### src/rtl/fifo_pkg.sv
// Shared types and helpers for the FIFO read-side word packer.
// keep_mask returns a low-aligned lane mask; callers size it down to their lane count.
package fifo_pkg;

   typedef enum logic {
      S_FILL  = 1'b0,
      S_FLUSH = 1'b1
   } pack_state_t;

   localparam int MAX_RATIO = 32;

   function automatic logic [MAX_RATIO-1:0] keep_mask(input int cnt);
      logic [MAX_RATIO-1:0] m;
      m = '0;
      for (int i = 0; i < MAX_RATIO; i++) begin
         if (i < cnt) m[i] = 1'b1;
      end
      return m;
   endfunction

endpackage

### src/rtl/stream_hold_reg.sv
// Single-entry valid/ready output register.
// Accepts a new word whenever it is empty or its current word is being drained this cycle.
module stream_hold_reg #(
   parameter int DW = 8
) (
   input  logic          clk,
   input  logic          rst,
   input  logic          load,
   input  logic [DW-1:0] load_data,
   output logic          out_free,
   output logic          m_valid,
   input  logic          m_ready,
   output logic [DW-1:0] m_data
);

   assign out_free = !m_valid || m_ready;

   // Data holds its last value after acceptance; only a new load changes it.
   always_ff @(posedge clk or posedge rst) begin
      if (rst) begin
         m_valid <= 1'b0;
         m_data  <= '0;
      end else if (load && out_free) begin
         m_valid <= 1'b1;
         m_data  <= load_data;
      end else if (m_ready) begin
         m_valid <= 1'b0;
      end
   end

endmodule

### src/rtl/fifo_word_packer.sv
// Pops narrow words from a show-ahead FIFO and packs RATIO of them into one wide
// valid/ready beat; a flush emits the partial word with a lane-keep mask.
//
//   state   | meaning
//   S_FILL  | popping FIFO words into lanes; a full word loads the output register
//   S_FLUSH | no pops; waiting for the output register to take the partial word
module fifo_word_packer
   import fifo_pkg::*;
#(
   parameter int WIDTH = 8,
   parameter int RATIO = 4
) (
   input  logic                   clk,
   input  logic                   rst,
   input  logic                   fifo_empty,
   input  logic [WIDTH-1:0]       fifo_data,
   output logic                   fifo_rd,
   input  logic                   flush,
   output logic                   m_valid,
   input  logic                   m_ready,
   output logic [WIDTH*RATIO-1:0] m_data,
   output logic [RATIO-1:0]       m_keep,
   output logic                   flush_done
);

   localparam int CW = $clog2(RATIO);
   localparam int OW = WIDTH * RATIO;
   localparam int AW = WIDTH * (RATIO - 1);
   localparam logic [CW-1:0] LAST = CW'(RATIO - 1);

   pack_state_t     state;
   logic [CW-1:0]   lane_cnt;
   logic            flush_pend;
   logic [AW-1:0]   asm_q;

   logic            out_free;
   logic            pop_last;
   logic            flush_load;
   logic            load;
   logic [OW-1:0]   part_word;
   logic [RATIO-1:0] part_keep;
   logic [OW-1:0]   load_data;
   logic [RATIO-1:0] load_keep;

   // The last lane needs the output register free because it completes a word.
   assign fifo_rd = !rst && !fifo_empty && (state == S_FILL) &&
                    ((lane_cnt != LAST) || out_free);

   assign pop_last   = fifo_rd && (lane_cnt == LAST);
   assign flush_load = flush_pend && (lane_cnt != '0) && out_free;
   assign flush_done = flush_pend && ((lane_cnt == '0) || out_free);

   always_comb begin
      part_word = '0;
      for (int i = 0; i < RATIO - 1; i++) begin
         if (CW'(i) < lane_cnt) part_word[i*WIDTH +: WIDTH] = asm_q[i*WIDTH +: WIDTH];
      end
   end

   assign part_keep = RATIO'(keep_mask(int'(lane_cnt)));

   assign load      = pop_last || flush_load;
   assign load_data = pop_last ? {fifo_data, asm_q} : part_word;
   assign load_keep = pop_last ? '1 : part_keep;

   stream_hold_reg #(
      .DW (OW + RATIO)
   ) u_out (
      .clk       (clk),
      .rst       (rst),
      .load      (load),
      .load_data ({load_keep, load_data}),
      .out_free  (out_free),
      .m_valid   (m_valid),
      .m_ready   (m_ready),
      .m_data    ({m_keep, m_data})
   );

   always_ff @(posedge clk or posedge rst) begin
      if (rst) begin
         state      <= S_FILL;
         lane_cnt   <= '0;
         flush_pend <= 1'b0;
      end else begin
         case (state)
            S_FILL: begin
               if (fifo_rd) lane_cnt <= (lane_cnt == LAST) ? '0 : lane_cnt + CW'(1);
               if (flush) begin
                  state      <= S_FLUSH;
                  flush_pend <= 1'b1;
               end
            end
            S_FLUSH: begin
               if (flush_done) begin
                  lane_cnt   <= '0;
                  state      <= S_FILL;
                  flush_pend <= 1'b0;
               end
            end
            default: begin
               state      <= S_FILL;
               flush_pend <= 1'b0;
            end
         endcase
      end
   end

   // Lane contents need no reset: lane_cnt and the keep mask decide what is ever emitted.
   always_ff @(posedge clk) begin
      for (int i = 0; i < RATIO - 1; i++) begin
         if (fifo_rd && (lane_cnt == CW'(i))) asm_q[i*WIDTH +: WIDTH] <= fifo_data;
      end
   end

endmodule
### config.mk
export PLATFORM = sky130hd
export DESIGN_NAME = fifo_word_packer
export DESIGN_NICKNAME = d
export VERILOG_FILES = /design/src/rtl/fifo_pkg.sv /design/src/rtl/stream_hold_reg.sv /design/src/rtl/fifo_word_packer.sv
export SDC_FILE = /design/constraint.sdc
export NUM_CORES = 1
export LEC_CHECK = 0
export ABC_CLOCK_PERIOD_IN_PS = 1700
export CORE_MARGIN = 1.5
export CORE_UTILIZATION = 45
export DETAILED_ROUTE_END_ITERATION = 16
export PLACE_DENSITY = 0.76
export SLEW_MARGIN = 30
export SYNTH_ARGS = -nofsm -noshare
export SYNTH_HDL_FRONTEND = slang
export SYNTH_SLANG_ARGS = --single-unit
### constraint.sdc
create_clock -name clk -period 1.7 [get_ports clk]
set_input_delay 0.255 -clock clk [delete_from_list [all_inputs] [get_ports clk]]
set_output_delay 0.255 -clock clk [all_outputs]
set_load 0.05 [all_outputs]
=== After elaboration in Yosys (flattened, before gate mapping) ===
Index checks and enable logic that the tools add are counted.
Widths: inputs -> output; s select.

* Output and inout bits: 39
* Input port bits: 13
* Flip-flop bits (word level): 65

* Add/subtract/negate cells: 1
* Mux-type cells: 20
* $lt $le $gt $ge: 6
* Reduce and logical (&&, ||, !) cells: 23
* Eq/ne operators: 7
* Bitwise logic cells: 1

{| class="wikitable"
|+ Operator list
! operator !! number
|-
| $mux 32 || 1
|-
| $mux 8 || 3
|-
| $logic_and 1x1->1 || 11
|-
| $mux 1 || 9
|-
| $lt 1x2->1 const A || 4
|-
| $ne 2x2->1 const B || 4
|-
| $mux 2 || 3
|-
| $eq 2x2->1 const B || 2
|-
| $logic_or 1x1->1 || 4
|-
| $lt 2x2->1 const A || 2
|-
| $mux 4 || 1
|-
| $pmux 1 s2 || 2
|-
| $pmux 2 s2 || 1
|-
| $reduce_and 2->1 || 2
|-
| $reduce_bool 2->1 || 2
|-
| $logic_not 1->1 || 3
|-
| $add 2x1->2 const B || 1
|-
| $eq 2x1->1 const B || 1
|-
| $logic_not 2->1 || 1
|-
| $not 1->1 || 1
|}

=== Longest topological paths before layout ===
* Depth after elaboration: 8
* Mapped depth: 7
* Mapped depth without buffers: 6

=== Cells and area by module ===
From an unflattened synthesis, not the netlist that was laid out.

* Cell total of the unflattened synthesis: 177
* Area total of the unflattened synthesis: 2803.9 um^2

{| class="wikitable"
|+ By module, submodules not included
! module !! area each (um^2) !! instances !! sequential area each (um^2) !! cells each
|-
| stream_hold_reg || 1512.7 || 1 || 925.9 || 80
|-
| fifo_word_packer || 1291.2 || 1 || 820.8 || 97
|}

=== Worst setup path after synthesis ===
Ideal clock, no wire load.

* Path type: register -> register
* Start point: reg u_out.m_valid
* End point: reg asm_q[0], enable pin
* Setup time: 332 ps
* Arrival: 2173 ps
* Path buffers: 0
* Slack: -806 ps
* Data required time: 1368 ps
* Stages on the path, launching flop included: 4
* Cells stage by stage: dfrtp_1 -> nor2b_1 -> a21oi_1 -> and2_1

* Cells in the longest elaborated chain, start to end: 5

{| class="wikitable"
|+ RTL lines
! item !! RTL line !! source
|-
| start: declaration || stream_hold_reg.sv:11 || <nowiki>output logic m_valid,</nowiki>
|-
| start signal: assignment || stream_hold_reg.sv:21 || <nowiki>m_valid <= 1'b0;</nowiki>
|-
| start signal: assignment || stream_hold_reg.sv:24 || <nowiki>m_valid <= 1'b1;</nowiki>
|-
| start signal: assignment || stream_hold_reg.sv:27 || <nowiki>m_valid <= 1'b0;</nowiki>
|-
| $logic_not 1->1 || stream_hold_reg.sv:16 || <nowiki>assign out_free = !m_valid || m_ready;</nowiki>
|-
| $logic_or 1x1->1 || stream_hold_reg.sv:16 ||
|-
| $logic_or 1x1->1 || fifo_word_packer.sv:47 || <nowiki>((lane_cnt != LAST) || out_free);</nowiki>
|-
| $logic_and 1x1->1 || fifo_word_packer.sv:46 || <nowiki>assign fifo_rd = !rst && !fifo_empty && (state == S_FILL) &&</nowiki>
|-
| named net fifo_rd || fifo_word_packer.sv:17 || <nowiki>output logic fifo_rd,</nowiki>
|-
| $logic_and 1x1->1 || fifo_word_packer.sv:111 || <nowiki>if (fifo_rd && (lane_cnt == CW'(i))) asm_q[i*WIDTH +: WIDTH] <= fifo_data;</nowiki>
|-
| end signal: indexed assignment || fifo_word_packer.sv:111 ||
|-
| end: declaration || fifo_word_packer.sv:34 || <nowiki>logic [AW-1:0] asm_q;</nowiki>
|}

The timed path passes the listed nets, and every way through them passes these cells.
A chain may end at the register's enable or synchronous reset.

=== Final worst setup path ===
* Start point: reg state
* End point: out fifo_rd

* Cells in the longest elaborated chain, start to end: 3

{| class="wikitable"
|+ RTL lines
! item !! RTL line !! source
|-
| start: declaration || fifo_word_packer.sv:31 || <nowiki>pack_state_t state;</nowiki>
|-
| start signal: assignment || fifo_word_packer.sv:81 || <nowiki>state <= S_FILL;</nowiki>
|-
| start signal: assignment || fifo_word_packer.sv:89 || <nowiki>state <= S_FLUSH;</nowiki>
|-
| start signal: assignment || fifo_word_packer.sv:96 || <nowiki>state <= S_FILL;</nowiki>
|-
| $not 1->1 || - ||
|-
| $logic_and 1x1->1 (2 in a row) || fifo_word_packer.sv:46 ||
|-
| end: declaration || fifo_word_packer.sv:17 ||
|}

Every way passes these cells.

==> metrics.md <==
| Metric | Value |
|---|---|
| Status | finished with violations |
| Failing checks | setup timing |
| Placed wire-length estimate | 3120 um |
| Clk_lat worst skew | 0.34 ns |
| Worst setup EP type | primary output |
| Detail Route Antenna Nets | 0 |
| Worst-path fanout max | 2 |
| Commonest cells after routing, fill and taps aside | 60 x buf_4, 40 x dfrtp_1, 24 x edfxtp_1, 21 x nand2_1, 16 x a22o_1 |
| Hold Crit Class | in2async |
| Die outline width | 76.5 um |
| VDD IR-drop max | 0.000836 V |
| GP Congestion | 0.758 |
| Slew Viols, Final | 0 |
| Fin crit period | 1.82 ns |
| GRT Resource Usage Total | 17.9% |
| Slew margin rel. | 71.4% |
| Ports | 52 |
| Final-layout fill cell count | 364 |
| Post-synth cell types | 27 |
| Remaining DRCs | 0 |
| Final Hold Fails | 0 |
| Pwr dens | 1630 nW/um2 |
| Clock skew | 0.00711 ns |
| Nets | 268 |
| Port Buf Inserts | 51 |
| Critical path cell sequence | or3_4, buf_6, a21oi_4, buf_6, buf_12 |
| Pin count of the biggest net entering global routing | 42 |
| Gr ovfl total | 0 |
| Antenna Cells | 0 |
| Yosys top cell area share | 42.2% |
| Synth area leaders | dfrtp_1 42%, edfxtp_1 30%, a22o_1 5.8% |
| Total CTS buffers | 9 |
| Warnings, synthesis | 0 |
| Share of cells above drive strength 1 | 44.5% |
| Vias in the first global route | 1521 |
| CP peak stage delay | 0.38 ns |
| Most common cell on crit path | buf_6 |
| Max Buffers Root-to-Sink | 2 |
| Cell taking the most area after synthesis | dfrtp_1 |
| Multi-input combinational cell area | 729 um2 |
| Row cnt | 26 |
| Initial antenna violation count | 0 |
| Routed vias/inst | 4.88 |
| Full die area | 5860 um2 |
| Design area | 3450 um2 |
| RSZ-0062 raised after global routing | yes |
| CP startpoint | state$_DFF_PP0_ |
| Seq cells post-synth | 65 |
| TritonRoute pass-1 iters | 4 |
| H-tree lvl count | 3 |
| Final Cycle Share | 107% |
| Most common cell after layout, fill and taps aside | buf_4 |
| Core area | 5170 um2 |
| Post-synthesis sequential area ratio | 71.8% |
| Die extent in y | 76.5 um |
| Clk pin slew, worst setup/hold paths | 0.07 ns |
| Max_cap viols | 0 |
| Syn Nets | 181 |
| Clk root buf | clkbuf_8 |
| Final WS setup | -0.115 ns |
| Dpl cell area | 3090 um2 |
| Fmax | 551 MHz |
| Worst Path Arrival | 1.56 ns |
| Layout area overhead | 41.9% |
| WS Path Type | reg2out |
| Layout Utilization | 66.8% |
| Syn_area_per_cell | 15.0 um2 |
| WL/cell | 15.2 um |
| CTS tree | built |
| Syn Inst Count | 162 |
| Required time of the critical path | 1.44 ns |
| Static Leak | 0.00159 uW |
| Final setup vio count | 44 |
| Reg area | 1750 um2 |
| First-pass GRT wire length | 7820 um |
| First DRT Iteration DRCs | 54 |
| Slew @ Worst Pin | 0.428 ns |
| Clock net sink count | 65 |
| Final Routed Wirelength | 4930 um |
| Hold_buf cts | 0 |
| Detailed-route via count | 1580 |
| CP max stage cell | dfrtp_1 |
| Startpoint types | flop |
| Worst reg2reg path startpoint | state$_DFF_PP0_ |
| Initial Util | 47.0% |
| Synthesized area | 2430 um2 |
[routing by layer]
metal  vias up  share of wire, %  global-route usage, %
li1        764                 -                      -
met1       757                45                   23.8
met2        46                49                   28.0
met3        13               3.7                   3.23
met4         0               2.6                   9.44
met5         -                 0                      0
[through the flow]
stage / setup WS [ns] / TNS, ns / total power (uW) / hold WS, ns / std cells
after global placement: -0.318 / -13.88 / 4280 / 0.449 / 293
after detailed placement: -0.347 / -15.35 / 4310 / 0.449 / 293
after global routing: -0.154 / -4.66 / 5870 / 0.0325 / 324
final: -0.115 / -2.00 / 5620 / 0.00513 / 324
after floorplan: -0.0223 / -0.553 / 3550 / 0.354 / 162
after CTS: -0.137 / -0.137 / 5590 / 0.305 / 318
[Yosys cell counts]
cell / instances
or3_4: 1
inv_1: 5
o211ai_1: 1
buf_6: 1
nor3b_4: 1
a21o_1: 4
o31ai_1: 1
a22o_1: 16
nand3b_1: 2
a21oi_1: 1
mux2_2: 5
nor2_2: 1
nand2b_1: 3
nor2b_1: 1
clkbuf_1: 1
nand2_1: 21
or3b_2: 1
ha_1: 6
buf_2: 4
mux2i_1: 1
mux2_4: 3
o21ai_0: 11
dfrtp_1: 41
and2_1: 3
nor2_1: 1
edfxtp_1: 24
o21a_1: 2
[critical path: cells and delay by family, from the launching register on]
kind                   cells  cell delay [ns]
buffers and inverters      3             0.38
AOI/OAI and AO/OA          1             0.13
DFF                        1             0.38
and+or+nand+nor            1             0.33
[registers in the layout (all words and copies together) (netlist names)]
name / count
u_out.m_data: 36
asm_q: 24
lane_cnt: 2
flush_pend: 1
state: 1
u_out.m_valid: 1
[timing repair]
action,4_1_cts,5_1_grt
buffers inserted,8,5
resized for setup,11,8
pin swaps,3,3
setup endpoints to repair,27,32
gates cloned,1,1
[worst paths after layout]
kind | end | slack [ns] | depth (start not counted)
max in group asynchronous | u_out.m_data[15]$_DFFE_PP0P_ | 1.47 | 3
setup / recovery | fifo_rd | -0.12 | 5
hold / removal | state$_DFF_PP0_ | 0.005 | 3
min in group clk | lane_cnt[0]$_DFFE_PP0P_ | 0.44 | 5
setup reg to reg | u_out.m_data[5]$_DFFE_PP0P_ | -0.08 | 6
hold reg to reg | u_out.m_data[23]$_DFFE_PP0P_ | 0.47 | 1
[final cells by class]
type,instances,area share [%]
tap,70,2.54
sequential,65,50.6
timing repair buffer,80,20.0
clock inverter,6,1.23
multi-input combinational,88,21.1
clock buffer,10,3.99
inverter,5,0.543
[kinds of logic after synthesis]
family	count (synthesis)	share of synthesized area (%)
flops	65	71.8
simple gates	35	7.66
compound gates	36	10.7
fa+ha+maj	6	3.08
buf+inv	11	2.21
mux	9	4.58
[where the power goes]
group | leakage, uW | switching (uW) | internal (uW)
Combinational | 0.000739 | 1410 | 898
Sequential | 0.000763 | 198 | 1940
Clock | 0.0000887 | 603 | 570
Total | 0.00159 | 2210 | 3410
Power figures use the tool's default switching activity.
